$ cat config.mk
export PLATFORM = sky130hd
export DESIGN_NAME = env_irq_gen_flat
export DESIGN_NICKNAME = d
export VERILOG_FILES = /design/src/rtl/env_irq_gen_pkg.sv /design/src/rtl/env_irq_gen_if.sv /design/src/rtl/env_irq_gen_timer.sv /design/src/rtl/env_irq_gen.sv /design/src/flat_wrapper.sv
export SDC_FILE = /design/constraint.sdc
export NUM_CORES = 1
export LEC_CHECK = 0
export CORE_UTILIZATION = 65
export CTS_BUF_LIST = sky130_fd_sc_hd__clkbuf_4 sky130_fd_sc_hd__clkbuf_8
export CTS_CLUSTER_DIAMETER = 120
export DETAILED_ROUTE_END_ITERATION = 7
export GPL_TIMING_DRIVEN = 0
export PLACE_DENSITY = 0.95
export SKIP_CTS_REPAIR_TIMING = 1
export SYNTH_ARGS = -nofsm -noshare
export SYNTH_HDL_FRONTEND = slang
export SYNTH_SLANG_ARGS = --single-unit
$ cat constraint.sdc
create_clock -name clk -period 4.6 [get_ports clk]
set_input_delay 0.92 -clock clk [delete_from_list [all_inputs] [get_ports clk]]
set_output_delay 0.92 -clock clk [all_outputs]
set_load 0.02 [all_outputs]
$ cat src/rtl/env_irq_gen_pkg.sv
// rtl/env_irq_gen_pkg.sv - register offsets and bit positions shared by env_irq_gen
package env_irq_gen_pkg;

  typedef enum logic [2:0] {
    REG_CTRL   = 3'd0,
    REG_RLD_LO = 3'd1,
    REG_RLD_HI = 3'd2,
    REG_VEC    = 3'd3,
    REG_STAT   = 3'd4
  } reg_ofs_e;

  localparam int NUM_REGS = 5;

  localparam int CTRL_EN      = 0;
  localparam int CTRL_RELOAD  = 1;
  localparam int CTRL_NMI_SEL = 2;

  localparam int STAT_PEND = 0;
  localparam int STAT_EN   = 1;

endpackage

$ cat src/rtl/env_irq_gen_if.sv
// rtl/env_irq_gen_if.sv - TV80 I/O bus slice seen by env_irq_gen
interface env_irq_gen_if;
  logic       m1_n;
  logic       iorq_n;
  logic       rd_n;
  logic       wr_n;
  logic [7:0] addr;
  logic [7:0] wr_data;
  logic [7:0] rd_data;
  logic       rd_oe;

  modport master (output m1_n, iorq_n, rd_n, wr_n, addr, wr_data,
                  input  rd_data, rd_oe);
  modport slave  (input  m1_n, iorq_n, rd_n, wr_n, addr, wr_data,
                  output rd_data, rd_oe);
endinterface

$ cat src/rtl/env_irq_gen_timer.sv
// rtl/env_irq_gen_timer.sv - prescaler plus 16-bit reload down-counter
module env_irq_gen_timer #(
  parameter int PRESCALE = 16
) (
  input  logic        clk,
  input  logic        reset_n,
  input  logic        en,
  input  logic        load,
  input  logic        reload,
  input  logic [15:0] rld_val,
  output logic        expire
);

  logic [15:0] pre;
  logic [15:0] cnt;
  logic        tick;

  assign tick = en & (pre == 16'(PRESCALE - 1));
  // A zero reload value keeps the counter parked at 0, so every tick expires.
  assign expire = tick & ((cnt == 16'd1) | ((cnt == 16'd0) & (rld_val == 16'd0)));

  always_ff @(posedge clk or negedge reset_n) begin
    if (!reset_n) begin
      pre <= 16'd0;
      cnt <= 16'd0;
    end else if (load) begin
      pre <= 16'd0;
      cnt <= rld_val;
    end else if (en) begin
      if (tick) begin
        pre <= 16'd0;
        cnt <= (expire & reload) ? rld_val : cnt - 16'd1;
      end else begin
        pre <= pre + 16'd1;
      end
    end
  end

endmodule

$ cat src/rtl/env_irq_gen.sv
// rtl/env_irq_gen.sv - I/O-mapped timer interrupt source with IM2 ack and NMI pulse
module env_irq_gen
  import env_irq_gen_pkg::*;
#(
  parameter logic [7:0] BASE_ADDR = 8'h90,
  parameter int         PRESCALE  = 16,
  parameter int         NMI_PULSE = 4
) (
  input  logic          clk,
  input  logic          reset_n,
  env_irq_gen_if.slave  bus,
  output logic          int_n,
  output logic          nmi_n
);

  localparam int NMI_W = (NMI_PULSE > 1) ? $clog2(NMI_PULSE) : 1;

  logic [2:0]       ctrl_q;
  logic [7:0]       rld_lo, rld_hi, vec;
  logic             pend;
  logic             wr_done, ack_seen, ack_ok;
  logic [NMI_W-1:0] nmi_cnt;

  logic [7:0] ofs;
  reg_ofs_e   reg_sel;
  logic       hit, wr_cyc, rd_cyc, wr_fire, ctrl_wr;
  logic       en, reload, nmi_sel;
  logic       timer_load, expire_raw, expire;
  logic       ack_win, ack_first, ack_rd;
  logic       pend_set, pend_clr;
  logic [7:0] reg_rd, stat_val;

  assign ofs     = bus.addr - BASE_ADDR;
  assign hit     = ofs < 8'(NUM_REGS);
  assign reg_sel = reg_ofs_e'(ofs[2:0]);
  assign wr_cyc  = ~bus.iorq_n & bus.m1_n & hit & ~bus.wr_n;
  assign rd_cyc  = ~bus.iorq_n & bus.m1_n & hit & ~bus.rd_n & reset_n;
  // Only the first edge of a write strobe acts; wr_done holds until iorq_n rises.
  assign wr_fire = wr_cyc & ~wr_done;
  assign ctrl_wr = wr_fire & (reg_sel == REG_CTRL);

  assign en      = ctrl_q[CTRL_EN];
  assign reload  = ctrl_q[CTRL_RELOAD];
  assign nmi_sel = ctrl_q[CTRL_NMI_SEL];

  assign timer_load = ctrl_wr & bus.wr_data[CTRL_EN] & ~en;
  assign expire     = expire_raw & ~ctrl_wr;

  // Ack acceptance is decided on the first edge and remembered for the window.
  assign ack_win   = ~bus.m1_n & ~bus.iorq_n;
  assign ack_first = ack_win & ~ack_seen;
  assign ack_rd    = reset_n & ack_win & (ack_seen ? ack_ok : pend);

  assign pend_set = expire & ~nmi_sel;
  assign pend_clr = ack_first |
                    (wr_fire & (reg_sel == REG_STAT) & bus.wr_data[STAT_PEND]);

  env_irq_gen_timer #(.PRESCALE(PRESCALE)) u_timer (
    .clk     (clk),
    .reset_n (reset_n),
    .en      (en),
    .load    (timer_load),
    .reload  (reload),
    .rld_val ({rld_hi, rld_lo}),
    .expire  (expire_raw)
  );

  always_comb begin
    stat_val            = 8'h00;
    stat_val[STAT_PEND] = pend;
    stat_val[STAT_EN]   = en;
    reg_rd              = 8'h00;
    case (reg_sel)
      REG_CTRL:   reg_rd = {5'b0, ctrl_q};
      REG_RLD_LO: reg_rd = rld_lo;
      REG_RLD_HI: reg_rd = rld_hi;
      REG_VEC:    reg_rd = vec;
      REG_STAT:   reg_rd = stat_val;
      default:    reg_rd = 8'h00;
    endcase
  end

  assign bus.rd_oe   = rd_cyc | ack_rd;
  assign bus.rd_data = ack_rd ? vec : (rd_cyc ? reg_rd : 8'h00);

  always_ff @(posedge clk or negedge reset_n) begin
    if (!reset_n) begin
      ctrl_q   <= 3'b000;
      rld_lo   <= 8'h00;
      rld_hi   <= 8'h00;
      vec      <= 8'h00;
      pend     <= 1'b0;
      wr_done  <= 1'b0;
      ack_seen <= 1'b0;
      ack_ok   <= 1'b0;
      nmi_cnt  <= '0;
      int_n    <= 1'b1;
      nmi_n    <= 1'b1;
    end else begin
      wr_done  <= bus.iorq_n ? 1'b0 : (wr_done | wr_cyc);
      ack_seen <= ack_win;
      ack_ok   <= ack_win & (ack_seen ? ack_ok : pend);

      if (ctrl_wr)
        ctrl_q <= bus.wr_data[2:0];
      else if (expire & ~reload)
        ctrl_q[CTRL_EN] <= 1'b0;

      if (wr_fire & (reg_sel == REG_RLD_LO)) rld_lo <= bus.wr_data;
      if (wr_fire & (reg_sel == REG_RLD_HI)) rld_hi <= bus.wr_data;
      if (wr_fire & (reg_sel == REG_VEC))    vec    <= bus.wr_data;

      if (pend_set)
        pend <= 1'b1;
      else if (pend_clr)
        pend <= 1'b0;

      int_n <= ~(pend & ~nmi_sel);

      // A new expiry restarts the count while nmi_n stays low: no extra edge.
      if (expire & nmi_sel) begin
        nmi_n   <= 1'b0;
        nmi_cnt <= NMI_W'(NMI_PULSE - 1);
      end else if (nmi_cnt != '0) begin
        nmi_cnt <= nmi_cnt - NMI_W'(1);
      end else begin
        nmi_n <= 1'b1;
      end
    end
  end

endmodule

$ cat src/flat_wrapper.sv
// flat-port wrapper written by rule: the top's interface ports become plain ports
module env_irq_gen_flat import env_irq_gen_pkg::*;
#(
  parameter logic [7:0] BASE_ADDR = 8'h90,
  parameter int         PRESCALE  = 16,
  parameter int         NMI_PULSE = 4
)
  (clk, reset_n, int_n, nmi_n, bus_m1_n, bus_iorq_n, bus_rd_n, bus_wr_n, bus_addr, bus_wr_data, bus_rd_data, bus_rd_oe);
  env_irq_gen_if bus_i ();
  input  logic clk;
  input  logic reset_n;
  output logic int_n;
  output logic nmi_n;
  input wire logic [$bits(bus_i.m1_n)-1:0] bus_m1_n;
  input wire logic [$bits(bus_i.iorq_n)-1:0] bus_iorq_n;
  input wire logic [$bits(bus_i.rd_n)-1:0] bus_rd_n;
  input wire logic [$bits(bus_i.wr_n)-1:0] bus_wr_n;
  input wire logic [$bits(bus_i.addr)-1:0] bus_addr;
  input wire logic [$bits(bus_i.wr_data)-1:0] bus_wr_data;
  output wire logic [$bits(bus_i.rd_data)-1:0] bus_rd_data;
  output wire logic [$bits(bus_i.rd_oe)-1:0] bus_rd_oe;
  assign bus_i.m1_n = bus_m1_n;
  assign bus_i.iorq_n = bus_iorq_n;
  assign bus_i.rd_n = bus_rd_n;
  assign bus_i.wr_n = bus_wr_n;
  assign bus_i.addr = bus_addr;
  assign bus_i.wr_data = bus_wr_data;
  assign bus_rd_data = bus_i.rd_data;
  assign bus_rd_oe = bus_i.rd_oe;
  env_irq_gen #(.BASE_ADDR(BASE_ADDR), .PRESCALE(PRESCALE), .NMI_PULSE(NMI_PULSE)) u_core (.clk(clk), .reset_n(reset_n), .bus(bus_i), .int_n(int_n), .nmi_n(nmi_n));
endmodule
## Word level (Yosys, flattened, before mapping)

Index checks and enable logic that the tools add are counted.
W data, S select, Z words.

| word-level totals | value |
|---|---|
| register bits after elaboration | 67 |
| output and inout port bits | 11 |

| cells by class | value |
|---|---|
| add/subtract/negate cells | 4 |
| order comparisons | 1 |
| equal/unequal tests | 7 |
| muxes and demuxes | 20 |
| bitwise operators | 43 |
| reductions and logical operators | 10 |

Operators with widths:

| kind | number |
|---|---|
| $mux W16 | 7 |
| $pmux W8 S5 | 1 |
| $logic_not A16 Y1 | 2 |
| $and A1 B1 Y1 | 28 |
| $add A16 B1 Y16 const B | 1 |
| $eq A16 B1 Y1 const B | 1 |
| $eq A16 B4 Y1 const B | 1 |
| $mux W8 | 2 |
| $sub A16 B1 Y16 const B | 1 |
| $reduce_bool A2 Y1 | 6 |
| $not A1 Y1 | 11 |
| $lt A8 B3 Y1 const B | 1 |
| $mux W1 | 8 |
| $sub A8 B8 Y8 const B | 1 |
| $eq A3 B2 Y1 const B | 2 |
| $mux W2 | 2 |
| $or A1 B1 Y1 | 4 |
| $eq A3 B1 Y1 const B | 1 |
| $eq A3 B3 Y1 const B | 1 |
| $logic_not A3 Y1 | 1 |
| $ne A2 B1 Y1 const B | 1 |
| $reduce_and A2 Y1 | 1 |
| $sub A2 B1 Y2 const B | 1 |

## Longest topological paths before layout

Gate-level depths: netlist of the first run.

| logic depth | value |
|---|---|
| depth after elaboration | 11 |
| depth in mapped cells | 9 |

## Hierarchy

A second synthesis of the first run with hierarchy kept.

| second synthesis, totals | value |
|---|---|
| cell total of the unflattened synthesis | 357 |
| area, all modules | 3841.2 µm² |

Modules (own cells, without submodules):

| module | times used | cells each | area an instance (µm²) | sequential area each (µm²) |
|---|---|---|---|---|
| env_irq_gen_timer | 1 | 217 | 2006.9 | 800.8 |
| env_irq_gen | 1 | 140 | 1834.3 | 878.3 |

## Worst setup path after synthesis of the first run

No wires, ideal clock.

| timing | value |
|---|---|
| path type | input port to output port |
| start | in bus_addr[2] |
| end | out bus_rd_data[0] |
| arrival | 2200 ps |
| data required time | 3680 ps |
| path slack | 1480 ps |
| cell stages on the path | 5 |
| buffers on the path | 0 |
| cell sequence | nor4b_2 nand4b_1 o21ai_1 nand2_1 o21ai_0 |

| on the way | value |
|---|---|
| cells in the longest elaborated chain, start to end | 7 |
| elaborated cells on any way between the ends | 13 |
| those cells by class | 1 x add/sub; 1 x order compare; 4 x eq/ne; 3 x mux; 3 x bitwise; 1 x reduce/logical |

RTL lines:

| element | line | source |
|---|---|---|
| start: declaration | flat_wrapper.sv:18 | `input wire logic [$bits(bus_i.addr)-1:0] bus_addr;` |
| $sub A8 B8 Y8 * | env_irq_gen.sv:33 | `assign ofs = bus.addr - BASE_ADDR;` |
| $lt A8 B3 Y1 | env_irq_gen.sv:34 | `assign hit = ofs < 8'(NUM_REGS);` |
| $and A1 B1 Y1 (3 in a row) | env_irq_gen.sv:37 | `assign rd_cyc = ~bus.iorq_n & bus.m1_n & hit & ~bus.rd_n & reset_n;` |
| $mux W8 * (2 in a row) | env_irq_gen.sv:84 | `assign bus.rd_data = ack_rd ? vec : (rd_cyc ? reg_rd : 8'h00);` |
| end: declaration | flat_wrapper.sv:20 | `output wire logic [$bits(bus_i.rd_data)-1:0] bus_rd_data;` |

Every way passes the cells marked *; elsewhere a longest branch is shown, timed or not.

## Worst setup path after layout of the first run

| timing | value |
|---|---|
| start | in bus_addr[2] |
| end | out bus_rd_data[7] |

The elaborated chain is that of the path after synthesis.

==> flow_summary.ini, run 1 <==
[worst_setup_path]
critPathCaptureType = primary output
r2r_slack_ns = 2.28
critical_path_arrival_ns = 3.50
reg2reg_depth = 8
rr_endpoint = u_core.u_timer.cnt[5]$_DFFE_PN0P_
criticalPathCategory = input port to primary output
start_kind = input port
path_max_fanout = 8
r2r_start = u_core.u_timer.cnt[4]$_DFFE_PN0P_
cp.required_ns = 3.68
critPathLaunch = bus_addr[2]

[sta]
finalWorstSetupSlack_ns = 0.1782
whs_ns = 0.4981
period_minus_slack_ns = 4.422
post-route-period-util_pct = 96.13
finalHoldViolations = 0
rsz0062_at_grt = no
slew_headroom_pct = 42.15
worst_pin_slew_ns = 0.8678
setup_viol = 0
clock_skew_ns = 0.009787
max_freq_ghz = 0.2262
drv_slew = 0

[global_route]
grt_usage_pct = 35.87
grt_pass1_wl_microns = 16620
grt_pass1_vias = 3404
grt_max_degree = 71
antenna_found_initial = 0
grt_overflow_total = 0

[floorplan]
start_util_pct = 68.46
rows = 27
die-area_sq_um = 6181
core_area_sq_um = 5574
die_h_microns = 78.62
fp.dieW_microns = 78.62
io_pins = 33

[routing]
drc_errors = 0
wl_per_cell_microns = 19.86
first_iter_violations = 379
via_per_inst = 6.571
ant_nets = 0
wirelength_microns = 10190
drt-pass1-iter-count = 7
num_vias = 3371

[placement]
dpl_worst_slack_ns = -0.1360
dp_cells = 495
place_congestion = 0.9194
dpl.hpwl_microns = 6493
portBuffers = 30

[finish]
antenna_cells = 0
nets = 462
fillers = 332
multi_input_area_sq_um = 2022
final_cell_mix = 65 x dfrtp_1, 48 x nand2_1, 34 x nor2_1, 30 x o21ai_0, 29 x clkdlybuf4s50_1
finalNonFillerCells = 513
final_common_cell = dfrtp_1
final-seq-area_sq_um = 1679
syn2layout_area_growth_pct = 16.16
drive_gt1_share_pct = 16.33

[yosys]
syn-num-nets = 419
yosys.area_share.simple_pct = 24.98
synth_edf_count = 0
synth_area_sq_um = 3816
synthMuxAreaShare_pct = 8.885
synthesis.instances = 393
ys.flop_type = dfrtp_1
synth-seq-area-share_pct = 44.00
synth_top_family_by_area = simple AND/OR/NAND/NOR gates
synth_cell_type_count = 67
syn_avg_cell_area_sq_um = 9.710
yosys_warnings = 0
async_flop_share_pct = 100.0
synth-compound-area-share_pct = 14.98
synthAdderAreaFrac_pct = 1.311
synth_seq_cells = 67
synth_xor_area_share_pct = 2.525

[min_path]
whs_endpoint = u_core.int_n$_DFF_PN1_
whs_path_depth = 1
holdCritStartpoint = u_core.pend$_DFFE_PN0P_
hold_path_class = flip-flop to flip-flop

[clock_network]
tritoncts = yes
numCtsBuffers = 9
clk_transition_reported_paths_ns = 0.07
root_buffer = clkbuf_8
htreeDepth = 3
clk_latency_ns = 0.35
cts_sinks = 67
clock_path_buffers = 2

[job]
cap_violations = 0

[power_and_ir_drop]
power_density_nw_per_um2 = 283.7
irDropWorstVdd_mv = 0.2566
p_leak_nw = 1.963

[run_status]
status = completed
critical path, cell delays in order:
cell and delay [ns]:
clkdlybuf4s50_1 0.53, nor4b_2 0.49, nand4b_1 0.15, buf_4 0.21
o21ai_4 0.27, nand2_1 0.12, o21ai_0 0.13, clkdlybuf4s50_1 0.67
layer usage:
| layer | part of all wire (%) | routed length [microns] | vias to the layer above | global-route usage, % |
|---|---|---|---|---|
| met4 | 4.6 | 464 | 0 | 22.59 |
| met2 | 50 | 5093 | 183 | 58.87 |
| met1 | 39 | 3985 | 1614 | 43.57 |
| li1 | - | - | 1529 | - |
| met5 | 0 | 0 | - | 0 |
| met3 | 6.3 | 645 | 45 | 6.395 |
report_power, final:
part           internal (mW)  switching, mW
Combinational         0.0448         0.0516
Clock                  0.276          0.233
Sequential             0.617         0.0349
cell type report:
type                       instances  share of cell area [%]
multi-input combinational        301                   45.61
sequential                        67                   37.88
timing repair buffer              32                   7.056
clock buffer                      12                   3.443
tap                               72                   2.032
buffer                            14                   1.919
clock inverter                     4                   1.129
inverter                          11                  0.9314
worst max path at each step:
| stage | end |
|---|---|
| 2_1_floorplan | bus_rd_data[0] |
| 3_3_place_gp | bus_rd_data[1] |
| 3_5_place_dp | bus_rd_data[6] |
| 4_1_cts | bus_rd_data[7] |
| 5_1_grt | bus_rd_data[7] |
| 6_report | bus_rd_data[7] |
synth_stat cells (all sizes together), types with 3 or more instances:
master / instances / area share [%]
a22oi: 7 / 1.4
nand3b: 5 / 0.98
nand3: 18 / 2.4
nor3b: 4 / 0.79
ha: 4 / 1.3
nor2: 35 / 3.9
mux2: 23 / 6.8
mux2i: 8 / 2.1
or4: 3 / 0.69
nand2: 50 / 5.2
o21ai: 32 / 4.2
inv: 11 / 1.1
and3: 10 / 1.6
a31oi: 5 / 1.6
o31ai: 6 / 1.2
o211ai: 3 / 0.72
clkbuf: 5 / 0.49
buf: 9 / 1.7
nor4: 7 / 2.1
dfrtp: 65 / 43
or3: 3 / 0.62
xor2: 10 / 2.3
nor3: 13 / 1.8
nand4: 11 / 2.0
a21oi: 10 / 1.3
metrics by stage:
stage / util, % / power, mW / setup TNS [ns] / cell area (sq um)
2_1_floorplan: - / 0.7041 / 0 / 3816
3_3_place_gp: 75.47 / 0.7490 / -20.43 / 4207
3_5_place_dp: 75.42 / 0.7563 / -0.8518 / 4204
4_1_cts: 79.06 / 1.258 / -2.408 / 4407
5_1_grt: 79.53 / 1.303 / 0 / 4433
6_report: 79.53 / 1.258 / 0 / 4433
registers in the layout (all words and copies together) (netlist names):
signal and cells:
u_core.u_timer.pre 16, u_core.u_timer.cnt 16, u_core.rld_hi 8, u_core.ctrl_q 3, u_core.rld_lo 8, u_core.wr_done 1, u_core.int_n 1, u_core.pend 1
u_core.nmi_cnt 2, u_core.nmi_n 1, u_core.ack_seen 1, u_core.vec 8, u_core.ack_ok 1
cells by family (layout without fill, tap and decap cells):
logic type	after synthesis	count (layout)
muxes	31	31
and+or+nand+nor	172	172
xor gates and xnor gates	11	11
buffers and inverters	25	73
adders and majority gates	4	4
DFF	67	67
AOI/OAI and AO/OA	83	83
(Power assumes the default switching activity.)
==> run 2: changes to the inputs <==
Settings changed: CORE_UTILIZATION 65 to 45, PLACE_DENSITY 0.95 to 0.72.
==> run 2 against run 1 <==
Net effect:
- maximum frequency increased by 2.8%
- sequential power about the same
- critical endpoint is now bus_rd_data[5]
- critical path type unchanged
- cell count increased by 6.2%
- cell area increased by 1.3%
- largest power group unchanged
==> flow_summary.ini, run 2 (synthesis results as in run 1) <==
[run_status]
status = completed

[placement]
dpl.hpwl_microns = 6314
place_congestion = 0.8985
placed_area_sq_um = 4245
portBuffers = 30
dp_cells = 528

[sta]
setup_viol = 0
rsz0062_at_grt = no
period_minus_slack_ns = 4.302
post-route-period-util_pct = 93.52
clock_skew_ns = 0.006002
whs_ns = 0.4740
worst_pin_slew_ns = 0.8770
drv_slew = 0
max_freq_ghz = 0.2324
slew_headroom_pct = 41.54
finalHoldViolations = 0

[clock_network]
clk_transition_reported_paths_ns = 0.07
tritoncts = yes
clk_latency_ns = 0.34
numCtsBuffers = 9
root_buffer = clkbuf_8
clock_path_buffers = 2
htreeDepth = 3
cts_sinks = 67

[routing]
via_per_inst = 5.884
wirelength_microns = 8894
drt-pass1-iter-count = 5
first_iter_violations = 209
ant_nets = 0
wl_per_cell_microns = 16.32
num_vias = 3207
drc_errors = 0

[power_and_ir_drop]
power_density_nw_per_um2 = 291.0
total_power_mw = 1.307
p_leak_nw = 1.977
irDropWorstVdd_mv = 0.2014

[global_route]
grt_pass1_vias = 3170
grt_usage_pct = 22.03
antenna_found_initial = 0
grt_max_degree = 71
grt_overflow_total = 0
grt_pass1_wl_microns = 15040

[worst_setup_path]
criticalPathCategory = input port to primary output
critPathCaptureType = primary output
start_kind = input port
crit_top_cell = clkdlybuf4s50_1
critPathSlowestCell = clkdlybuf4s50_1
path_max_fanout = 8
critical_path_arrival_ns = 3.38
max_stage_delay_ns = 0.63
cp.required_ns = 3.68
crit_chain = clkdlybuf4s50_1 > nor4b_2 > nand4b_1 > o21ai_4 > nand2_1 > o21ai_0 > clkdlybuf4s50_1

[floorplan]
die-area_sq_um = 8853
io_pins = 33
start_util_pct = 46.44
rows = 33
die_h_microns = 94.09
fp.dieW_microns = 94.09
core_area_sq_um = 8217

[finish]
final_cell_mix = 65 x dfrtp_1, 48 x nand2_1, 34 x nor2_1, 30 x o21ai_0, 29 x clkdlybuf4s50_1
antenna_cells = 0
multi_input_area_sq_um = 2022
finalNonFillerCells = 545
fillers = 687
final-seq-area_sq_um = 1679
nets = 461
reg.largest.list = u_core.u_timer.cnt x16, u_core.u_timer.pre x16
drive_gt1_share_pct = 16.14
final_common_cell = dfrtp_1
syn2layout_area_growth_pct = 17.67
final_cell_area_sq_um = 4491

[min_path]
hold_path_class = flip-flop to flip-flop

[job]
cap_violations = 0
[run 2: changes by cell type in the layout (fill, tap and decap cells not counted)]
cell        previous run  this run
clkinvlp_4             2         0
buf_4                  4         3
bufinv_16              1         2
clkinv_4               0         1
[run 2: final timing paths]
kind	start	end	slack, ns	depth (start not counted)
max	bus_addr[2]	bus_rd_data[5]	0.30	7
min	u_core.pend$_DFFE_PN0P_	u_core.int_n$_DFF_PN1_	0.47	1
max reg2reg	u_core.u_timer.cnt[4]$_DFFE_PN0P_	u_core.u_timer.cnt[5]$_DFFE_PN0P_	2.26	8
min reg2reg	u_core.pend$_DFFE_PN0P_	u_core.int_n$_DFF_PN1_	0.47	1
max in group asynchronous	reset_n	u_core.u_timer.pre[12]$_DFFE_PN0P_	3.34	1
min in group asynchronous	reset_n	u_core.u_timer.cnt[15]$_DFFE_PN0P_	0.69	1
[run 2: metal layers]
metal / up-vias / global-route usage [%] / wire [microns]
li1: 1530 / - / -
met1: 1585 / 29.81 / 4137
met2: 81 / 34.00 / 4284
met3: 11 / 4.531 / 365
met4: 0 / 9.615 / 106
met5: - / 0 / 0
[run 2: final cells by class]
class | count | share of cell area (%)
flip-flops and latches | 67 | 37.39
multi-input cells | 301 | 45.03
repair buffers | 31 | 6.799
clock buffers | 12 | 3.399
plain buffers | 14 | 1.895
inverters | 11 | 0.9195
well taps | 105 | 2.926
clock inverters | 4 | 1.644
[run 2: worst max-delay path, delay by kind of cell]
family	cells	cell delay (ns)
buffers and inverters	2	1.17
and+or+nand+nor	3	0.84
AOI/OAI and AO/OA	2	0.45
[run 2: per-stage QoR]
stage               util, %  setup TNS (ns)  setup slack [ns]
finish                54.65               0            0.2979
global route          54.65               0            0.1205
CTS                   54.42          -1.262           -0.1816
detailed placement    51.67          -1.088           -0.1641
global placement      51.70          -22.67            -2.692
floorplan                 -               0             1.480
[run 2: power by group]
part           leakage, nW  switching [mW]  internal [mW]
Clock                0.117           0.231          0.333
Sequential           0.850          0.0324          0.617
Combinational         1.01          0.0497         0.0443
==> run 3: changes to the inputs <==
Settings changed: SLEW_MARGIN set to 5, SYNTH_HIERARCHICAL set to 1.
==> run 3 against run 2 <==
Net effect:
- wire length down 2.3%
- flip-flop and latch count unchanged
- worst setup slack better by 0.24 ns
- hold slack better by 0.016 ns
- via count down 7.4%
- clock-buffer cell count down 2
- die area up 0.64%
- clock power down 3%
- critical endpoint unchanged
- largest cell class unchanged
- largest power group unchanged
==> flow_summary.ini, run 3 <==
[run_status]
status = completed

[sta]
max_freq_ghz = 0.2461
setup_viol = 0
drv_slew = 0
finalHoldViolations = 0
period_minus_slack_ns = 4.064
tns_ns = 0
finalWorstSetupSlack_ns = 0.5360
rsz0062_at_grt = no
post-route-period-util_pct = 88.35
worst_pin_slew_ns = 0.5282
whs_ns = 0.4903
slew_headroom_pct = 64.46
clock_skew_ns = 0.009747

[global_route]
grt_pass1_vias = 3026
grt_usage_pct = 21.76
antenna_found_initial = 0
grt_max_degree = 41
grt_pass1_wl_microns = 14820
grt_overflow_total = 0

[yosys]
syn-num-nets = 384
synth_cell_type_count = 62
ys_top_cells_by_area = dfrtp_1 42%, mux2_1 4.7%, nor2_1 3.6%, mux2_4 3.1%, xor2_1 3.0%
async_flop_share_pct = 100.0
yosysMostFrequentCell = dfrtp_1
synthesis.instances = 357
syn_avg_cell_area_sq_um = 10.76
synth_top_area_cell = dfrtp_1
yosys.area_share.simple_pct = 22.41
synth_edf_count = 0
synth_seq_cells = 67
yosys_warnings = 6
synth_top_family_by_area = simple AND/OR/NAND/NOR gates
synth_xor_area_share_pct = 4.104
ys.flop_type = dfrtp_1
synthAdderAreaFrac_pct = 1.629
synth_top_area_share_pct = 42.35
synthMuxAreaShare_pct = 13.19
netlist_top_cells_count = 65 x dfrtp_1, 37 x nor2_1, 21 x nand2_1
synth_area_sq_um = 3841
synth-compound-area-share_pct = 11.60
synth-seq-area-share_pct = 43.71

[power_and_ir_drop]
total_power_mw = 1.262
power_density_nw_per_um2 = 279.1
p_leak_nw = 2.009
irDropWorstVdd_mv = 0.1335

[routing]
first_iter_violations = 222
num_vias = 2970
via_per_inst = 5.824
wirelength_microns = 8689
drt-pass1-iter-count = 5
drc_errors = 0
wl_per_cell_microns = 17.04
ant_nets = 0

[worst_setup_path]
critPathSlowestCell = clkdlybuf4s50_1
critPathCaptureType = primary output
cp_top_family = buffers and inverters
path_max_fanout = 10
start_kind = input port
max_stage_delay_ns = 0.60
crit_buf_inv = 3
r2r_slack_ns = 1.75
cp.required_ns = 3.68
crit_chain = clkdlybuf4s50_1 > buf_2 > nor2b_1 > a22o_1 > a22o_1 > clkdlybuf4s50_1
critical_path_arrival_ns = 3.14
criticalPathCategory = input port to primary output

[finish]
final-seq-area_sq_um = 1679
fillers = 737
final_common_cell = dfrtp_1
drive_gt1_share_pct = 14.81
nets = 427
reg.largest.list = u_core/u_timer/cnt x16, u_core/u_timer/pre x16
syn2layout_area_growth_pct = 17.72
multi_input_area_sq_um = 2033
antenna_cells = 0
final_cell_mix = 65 x dfrtp_1, 37 x nor2_1, 30 x clkdlybuf4s50_1, 21 x nand2_1, 19 x nand3_1

[clock_network]
htreeDepth = 3
clk_transition_reported_paths_ns = 0.08
tritoncts = yes
root_buffer = clkbuf_8
cts_sinks = 67
numCtsBuffers = 9
clock_path_buffers = 2
clk_latency_ns = 0.35

[floorplan]
die-area_sq_um = 8909
rows = 33
core_area_sq_um = 8258
fp.dieW_microns = 94.39
start_util_pct = 46.52
die_h_microns = 94.39
io_pins = 33

[job]
cap_violations = 0

[placement]
place_congestion = 0.8617
dpl_worst_slack_ns = 0.3889
dpl.hpwl_microns = 6176
portBuffers = 31

[min_path]
hold_path_class = flip-flop to flip-flop
-- run 3: cell types whose count changed after synthesis, sizes merged, moves of 4 or more --
cell	delta
and3	-6
and4	+4
nor3	-8
mux2	+8
nand2b	+5
a22oi	-7
o21ai	-23
nor4b	+4
xnor2	+4
nand2	-29
o31ai	-6
a21oi	+5
a22o	+8
-- run 3: final timing paths --
check | depth (start not counted) | start | end
max | 6 | bus_addr[0] | bus_rd_data[5]
min | 1 | u_core/pend$_DFFE_PN0P_ | u_core/int_n$_DFF_PN1_
max reg2reg | 7 | u_core/wr_done$_DFF_PN0_ | u_core/u_timer/cnt[5]$_DFFE_PN0P_
min reg2reg | 1 | u_core/pend$_DFFE_PN0P_ | u_core/int_n$_DFF_PN1_
max in group asynchronous | 2 | reset_n | u_core/nmi_n$_DFFE_PN1P_
min in group asynchronous | 1 | reset_n | u_core/rld_hi[4]$_DFFE_PN0P_
-- run 3: metrics by stage --
step | instance area (sq um) | utilization (%) | instances
after floorplan | 3841 | - | 357
after detailed placement | 4300 | 52.08 | 494
after global routing | 4522 | 54.76 | 510
after global placement | 4283 | 51.86 | 493
after CTS | 4522 | 54.76 | 510
final | 4522 | 54.76 | 510
-- run 3: kinds of logic after synthesis --
kind of cell             count (synthesis)
adder cells (fa/ha/maj)                  5
AND/OR/NAND/NOR                        144
multiplexers                            40
buffers and inverters                   24
AO/OA/AOI/OAI                           59
XOR/XNOR                                18
flip-flops                              67
-- run 3: routing by layer --
layer  global-route usage (%)  up-vias  part of all wire [%]
li1                         -     1392                     -
met1                    28.82     1486                    47
met2                    35.14       78                    48
met3                    5.153       14                   4.3
met4                    6.923        0                   1.5
met5                        0        -                     0
-- run 3: cell type report --
cell class / instances / area share, %
Multi-Input combinational cell: 266 / 44.96
Sequential cell: 67 / 37.13
Timing Repair Buffer: 32 / 7.250
Clock buffer: 10 / 2.905
Tap cell: 105 / 2.905
Buffer: 14 / 2.020
Clock inverter: 6 / 1.992
Inverter: 10 / 0.8301
-- run 3: power breakdown --
group	switching (mW)	internal (mW)	leakage (nW)	total [mW]
Clock	0.234	0.312	0.110	0.546
Combinational	0.0431	0.0461	1.02	0.0892
Sequential	0.0211	0.606	0.879	0.627
